**src/rtl/vga_pkg.sv**
```systemverilog
// Timing records, totals helpers and mode-FSM state type shared by the raster
// timing generator and its output pipeline.
package vga_pkg;

  localparam int TW = 12;

  typedef struct packed {
    logic [TW-1:0] h_disp;
    logic [TW-1:0] h_fp;
    logic [TW-1:0] h_sync;
    logic [TW-1:0] h_bp;
    logic [TW-1:0] v_disp;
    logic [TW-1:0] v_fp;
    logic [TW-1:0] v_sync;
    logic [TW-1:0] v_bp;
    logic          h_pol;   // 1 = sync pulse is active high
    logic          v_pol;
  } vga_timing_t;

  typedef enum logic {
    MS_RUN     = 1'b0,
    MS_PENDING = 1'b1
  } mode_state_t;

  function automatic logic [TW-1:0] h_total(input vga_timing_t t);
    return t.h_disp + t.h_fp + t.h_sync + t.h_bp;
  endfunction

  function automatic logic [TW-1:0] v_total(input vga_timing_t t);
    return t.v_disp + t.v_fp + t.v_sync + t.v_bp;
  endfunction

  localparam vga_timing_t VGA_640x480 = '{
    h_disp: 12'd640, h_fp: 12'd16, h_sync: 12'd96,  h_bp: 12'd48,
    v_disp: 12'd480, v_fp: 12'd10, v_sync: 12'd2,   v_bp: 12'd33,
    h_pol:  1'b0,    v_pol: 1'b0
  };

  localparam vga_timing_t SVGA_800x600 = '{
    h_disp: 12'd800, h_fp: 12'd40, h_sync: 12'd128, h_bp: 12'd88,
    v_disp: 12'd600, v_fp: 12'd1,  v_sync: 12'd4,   v_bp: 12'd23,
    h_pol:  1'b1,    v_pol: 1'b1
  };

endpackage

```
**src/rtl/vga_out_pipe.sv**
```systemverilog
// Resettable register chain of configurable depth; every stage advances only
// on pix_en so the delay is counted in pixels rather than clocks.
module vga_out_pipe #(
  parameter int           W       = 8,
  parameter int           DEPTH   = 1,
  parameter logic [W-1:0] RST_VAL = '0
) (
  input  logic         clk,
  input  logic         reset_n,
  input  logic         pix_en,
  input  logic [W-1:0] d,
  output logic [W-1:0] q
);

  logic [W-1:0] stage [DEPTH];

  always_ff @(posedge clk or negedge reset_n) begin
    if (!reset_n) begin
      for (int i = 0; i < DEPTH; i++) stage[i] <= RST_VAL;
    end else if (pix_en) begin
      stage[0] <= d;
      for (int i = 1; i < DEPTH; i++) stage[i] <= stage[i-1];
    end
  end

  assign q = stage[DEPTH-1];

endmodule

```
**src/rtl/vga_timing_gen.sv**
```systemverilog
// Two-mode raster timing generator: pixel-enabled h/v counters, a mode FSM that
// swaps timing only at a frame boundary, and a delayed coherent output bundle.
//
//  state      | meaning
//  MS_RUN     | generating mode_q, no change requested
//  MS_PENDING | mode_sel differs from mode_q; switch at the next frame end
module vga_timing_gen
  import vga_pkg::*;
#(
  parameter int          CW       = 12,
  parameter vga_timing_t MODE0    = VGA_640x480,
  parameter vga_timing_t MODE1    = SVGA_800x600,
  parameter int          PIPE_DLY = 1
) (
  input  logic          clk,
  input  logic          reset_n,
  input  logic          pix_en,
  input  logic          mode_sel,
  output logic          mode_active,
  output logic          mode_changed,
  output logic          video_on,
  output logic          hsync,
  output logic          vsync,
  output logic          line_start,
  output logic          frame_start,
  output logic [CW-1:0] x,
  output logic [CW-1:0] y
);

  localparam int            PW      = 7 + 2*CW;
  localparam logic [CW-1:0] ONE     = CW'(1);
  localparam logic [PW-1:0] RST_VEC = {1'b0, ~MODE0.h_pol, ~MODE0.v_pol, 4'b0000,
                                       {CW{1'b0}}, {CW{1'b0}}};

  logic [CW-1:0] h, v;
  logic          mode_q, chg_q, load;
  mode_state_t   state_q, state_d;
  vga_timing_t   cur;

  logic [CW-1:0] h_last, v_last, h_disp, v_disp, hs_beg, hs_end, vs_beg, vs_end;
  logic          h_wrap, frame_end;
  logic          dec_von, dec_hs, dec_vs, dec_ls, dec_fs, dec_mc;
  logic [PW-1:0] pipe_d, pipe_q;

  assign cur    = mode_q ? MODE1 : MODE0;
  assign h_last = CW'(h_total(cur)) - ONE;
  assign v_last = CW'(v_total(cur)) - ONE;
  assign h_disp = CW'(cur.h_disp);
  assign v_disp = CW'(cur.v_disp);
  assign hs_beg = CW'(cur.h_disp + cur.h_fp);
  assign hs_end = CW'(cur.h_disp + cur.h_fp + cur.h_sync);
  assign vs_beg = CW'(cur.v_disp + cur.v_fp);
  assign vs_end = CW'(cur.v_disp + cur.v_fp + cur.v_sync);

  assign h_wrap    = (h == h_last);
  assign frame_end = pix_en && h_wrap && (v == v_last);

  always_ff @(posedge clk or negedge reset_n) begin
    if (!reset_n) begin
      h <= '0;
      v <= '0;
    end else if (pix_en) begin
      if (h_wrap) begin
        h <= '0;
        v <= (v == v_last) ? '0 : v + ONE;
      end else begin
        h <= h + ONE;
      end
    end
  end

  always_comb begin
    state_d = state_q;
    load    = 1'b0;
    case (state_q)
      MS_RUN: begin
        if (mode_sel != mode_q) state_d = MS_PENDING;
      end
      MS_PENDING: begin
        if (mode_sel == mode_q) begin
          state_d = MS_RUN;
        end else if (frame_end) begin
          load    = 1'b1;
          state_d = MS_RUN;
        end
      end
      default: state_d = MS_RUN;
    endcase
  end

  // chg_q marks the first pixel of the frame that follows a mode load
  always_ff @(posedge clk or negedge reset_n) begin
    if (!reset_n) begin
      state_q <= MS_RUN;
      mode_q  <= 1'b0;
      chg_q   <= 1'b0;
    end else begin
      state_q <= state_d;
      if (load) begin
        mode_q <= ~mode_q;
        chg_q  <= 1'b1;
      end else if (pix_en) begin
        chg_q  <= 1'b0;
      end
    end
  end

  assign dec_von = (h < h_disp) && (v < v_disp);
  assign dec_hs  = ((h >= hs_beg) && (h < hs_end)) ? cur.h_pol : ~cur.h_pol;
  assign dec_vs  = ((v >= vs_beg) && (v < vs_end)) ? cur.v_pol : ~cur.v_pol;
  assign dec_ls  = (h == '0);
  assign dec_fs  = dec_ls && (v == '0);
  assign dec_mc  = chg_q && dec_fs;

  assign pipe_d = {dec_von, dec_hs, dec_vs, dec_ls, dec_fs, dec_mc, mode_q, h, v};

  vga_out_pipe #(
    .W       (PW),
    .DEPTH   (PIPE_DLY),
    .RST_VAL (RST_VEC)
  ) u_out_pipe (
    .clk     (clk),
    .reset_n (reset_n),
    .pix_en  (pix_en),
    .d       (pipe_d),
    .q       (pipe_q)
  );

  assign {video_on, hsync, vsync, line_start, frame_start,
          mode_changed, mode_active, x, y} = pipe_q;

endmodule
```
**config.mk**
```make
export PLATFORM = sky130hd
export DESIGN_NAME = vga_timing_gen
export DESIGN_NICKNAME = d
export VERILOG_FILES = /design/src/rtl/vga_pkg.sv /design/src/rtl/vga_out_pipe.sv /design/src/rtl/vga_timing_gen.sv
export SDC_FILE = /design/constraint.sdc
export NUM_CORES = 1
export LEC_CHECK = 0
export ABC_AREA = 1
export CORE_UTILIZATION = 45
export DETAILED_ROUTE_END_ITERATION = 10
export GPL_TIMING_DRIVEN = 0
export PLACE_DENSITY_LB_ADDON = 0.25
export SLEW_MARGIN = 20
export SYNTH_ARGS = -nofsm -noshare
export SYNTH_HDL_FRONTEND = slang
export SYNTH_SLANG_ARGS = --single-unit
export TNS_END_PERCENT = 20
```
**constraint.sdc**
```tcl
create_clock -name clk -period 2.33 [get_ports clk]
set_clock_uncertainty 0.05 [all_clocks]
set_input_delay 0.5825 -clock clk [delete_from_list [all_inputs] [get_ports clk]]
set_output_delay 0.5825 -clock clk [all_outputs]
set_load 0.02 [all_outputs]
```
==> results.ini <==
[drt]
drt_iter0_drc=180
dr.pass1.iters=5
via_count=3070
avgViaCountPerCell=5.19
antenna_left=0
finalWirelength_mm=8.35
drc=0
wl_per_cell_um=14.1

[clocking]
clock-sinks=58
cts.root.buffer_cell=clkbuf_8
cts_tree=yes
clk_pin_slew_worst_paths_ns=0.07
clk_latency_ns=0.35
cts-hold-fix-buffers=0
numCtsBuffers=9
htreeDepth=3
clockBufferDepth=2

[placement]
hpwl_mm=6.13
place_congestion=0.923
port_buffers=33

[critical_path]
reg2reg_from=mode_q
cp-endpoint=hsync
crit_arrival_ns=1.49
r2r-end=mode_q
worst-r2r-setup-slack_ns=0.31
critical_path_buf_inv_count=1
max_stage_delay_ns=0.60
critPathCaptureType=primary output
crit_family=buffers and inverters
cp_max_fo=2
r2r_cells=11
path_cells=clkdlybuf4s50_1
cpMaxStageDelayCell=clkdlybuf4s50_1
start_kind=flip-flop
path_depth=1
path_class=reg2out
crit_required_ns=1.70
critPathLaunch=u_out_pipe.q[29]

[synthesis]
ys_types=32
syn_avg_cell_area_um2=7.70
synth_area_mm2=0.00340
yosysSeqAreaShare=0.428
synth_warnings=0
syn_inst=441
synthTopCellsByArea=dfrtp_1, nand2_1, ha_1
synth-edff-count=0
synth_ff_type=dfrtp_1
ys_ff_latch=58
syn-num-nets=464
yosysTopAreaCell=dfrtp_1
synth_top_cell_area_share=0.413
async_flop_share=1.00

[run_status]
outcome=finished clean

[final_layout]
fillers=698
n_antenna_cell=0
area_growth_pct=20.7
regArea_mm2=0.00146
final_layout_size_suffix_gt1_frac=0.0913
layout_commonest_cell=nand2_1
mostFrequentLayoutCells=nand2_1, dfrtp_1, inv_1, nand3_1, nor2_1
multi_input_area_mm2=0.00164
nNetsFinal=512

[grt]
grt_max_degree=40
globalRouteMet2Util=0.337
grt_use_met3=0.0597
busiest_layer=met2
track_usage=0.232
grt_pass1_wl_mm=13.6
antenna_found_initial=0
grt_overflow=0
first_global_vias=2775
use_met1=0.329

[power]
ir_drop_v=0.000342
p_int_uw=2050
powerDensity_mw_per_mm2=748
p_clk_frac=0.326
combPwrFrac=0.254
switching_share=0.332
p_switching_uw=1020
p_seq_frac=0.421
leakage_uw=0.00199

[sta]
min_period_over_period=0.909
slew_headroom=0.595
setup_violations=0
final_hold_viol_count=0
rsz0062_at_grt=false
period_minus_slack_ns=2.12
worst_pin_slew_ns=0.607
max_freq_mhz=472
finalMaxSlewViolations=0
hold_slack_ns=0.0534
finalSetupTns_ns=0

[die]
start_util=0.466
fp.coreArea_mm2=0.00729
dieArea_mm2=0.00790
fp.dieH_um=88.9
ioPinCount=35
die_x_um=88.9
fp-row-count=31

[job]
max-cap-violations=0

[min_path]
worstHoldPathType=in2async

[flip-flops by register name (all words and copies together) (netlist names)]
register / flops
mode_q: 1
state_q: 1
u_out_pipe.q: 31
h: 12
chg_q: 1
v: 12
[metrics by stage]
step                power, uW   util  worst slack (ns)  instance area [um^2]  instances
finish                   3060  0.562             0.211                  4100        592
global route             3240  0.562             0.167                  4100        592
CTS                      3090  0.559             0.147                  4080        589
detailed placement       2080  0.530            0.0227                  3870        574
global placement         2060  0.528             -1.20                  3850        573
floorplan                1760      -             0.414                  3400        441
[logic make-up after synthesis]
group	Yosys count	share of synthesized area
simple gates	240	0.314
buf+inv	65	0.0877
flops	58	0.428
compound gates	50	0.0766
fa+ha+maj	19	0.0700
xor+xnor	9	0.0232
[worst min-delay path by stage]
stage,startpoint,endpoint,slack [ns],depth (start not counted)
3_5_place_dp,u_out_pipe.q[12],u_out_pipe.q[12],0.41,2
3_3_place_gp,u_out_pipe.q[12],u_out_pipe.q[12],0.41,2
6_report,reset_n,u_out_pipe.q[21],0.05,1
2_1_floorplan,reset_n,chg_q,0.24,0
4_1_cts,reset_n,u_out_pipe.q[21],0.05,1
5_1_grt,reset_n,u_out_pipe.q[21],0.06,1
[area by class of cell]
cell class / count / share of cell area
clock buffer: 9 / 0.0302
timing repair buffer: 37 / 0.0904
tap: 99 / 0.0302
buffer: 14 / 0.0247
multi-input combinational: 318 / 0.401
inverter: 51 / 0.0479
clock inverter: 6 / 0.0202
sequential: 58 / 0.355
[power groups by stage]
stage	registers, uW	logic [uW]	clock network [uW]
2_1_floorplan	1360	398	0
3_3_place_gp	1300	753	0
3_5_place_dp	1310	772	0
4_1_cts	1290	777	1020
5_1_grt	1310	867	1070
6_report	1290	777	998
[metal layers]
| layer | share of wire | vias to the layer above |
|---|---|---|
| met5 | 0 | - |
| met4 | 0.021 | 0 |
| met3 | 0.065 | 15 |
| met2 | 0.43 | 110 |
| met1 | 0.48 | 1432 |
| li1 | - | 1513 |
[cell usage after synthesis (2+ instances only)]
library cell  number
nand2_1          128
dfrtp_1           56
inv_1             47
nand3_1           41
nor2_1            40
o21ai_0           36
ha_1              19
nand4_1           10
xor2_1             8
a21oi_1            7
nor3_1             7
clkbuf_1           4
a21boi_0           3
buf_2              3
buf_4              3
buf_6              3
inv_2              3
nor3b_1            3
o21ai_1            3
dfstp_2            2
nand3_2            2
nand3b_1           2
nor2_4             2
[timing repair]
| item | 4_1_cts | 5_1_grt |
|---|---|---|
| gates cloned | 0 | 0 |
| endpoints found under the setup margin | 1 | 1 |
| resized for setup | 1 | 0 |
| pin swaps | 0 | 0 |
| setup buffers | 0 | 3 |
(Power assumes the default switching activity.)
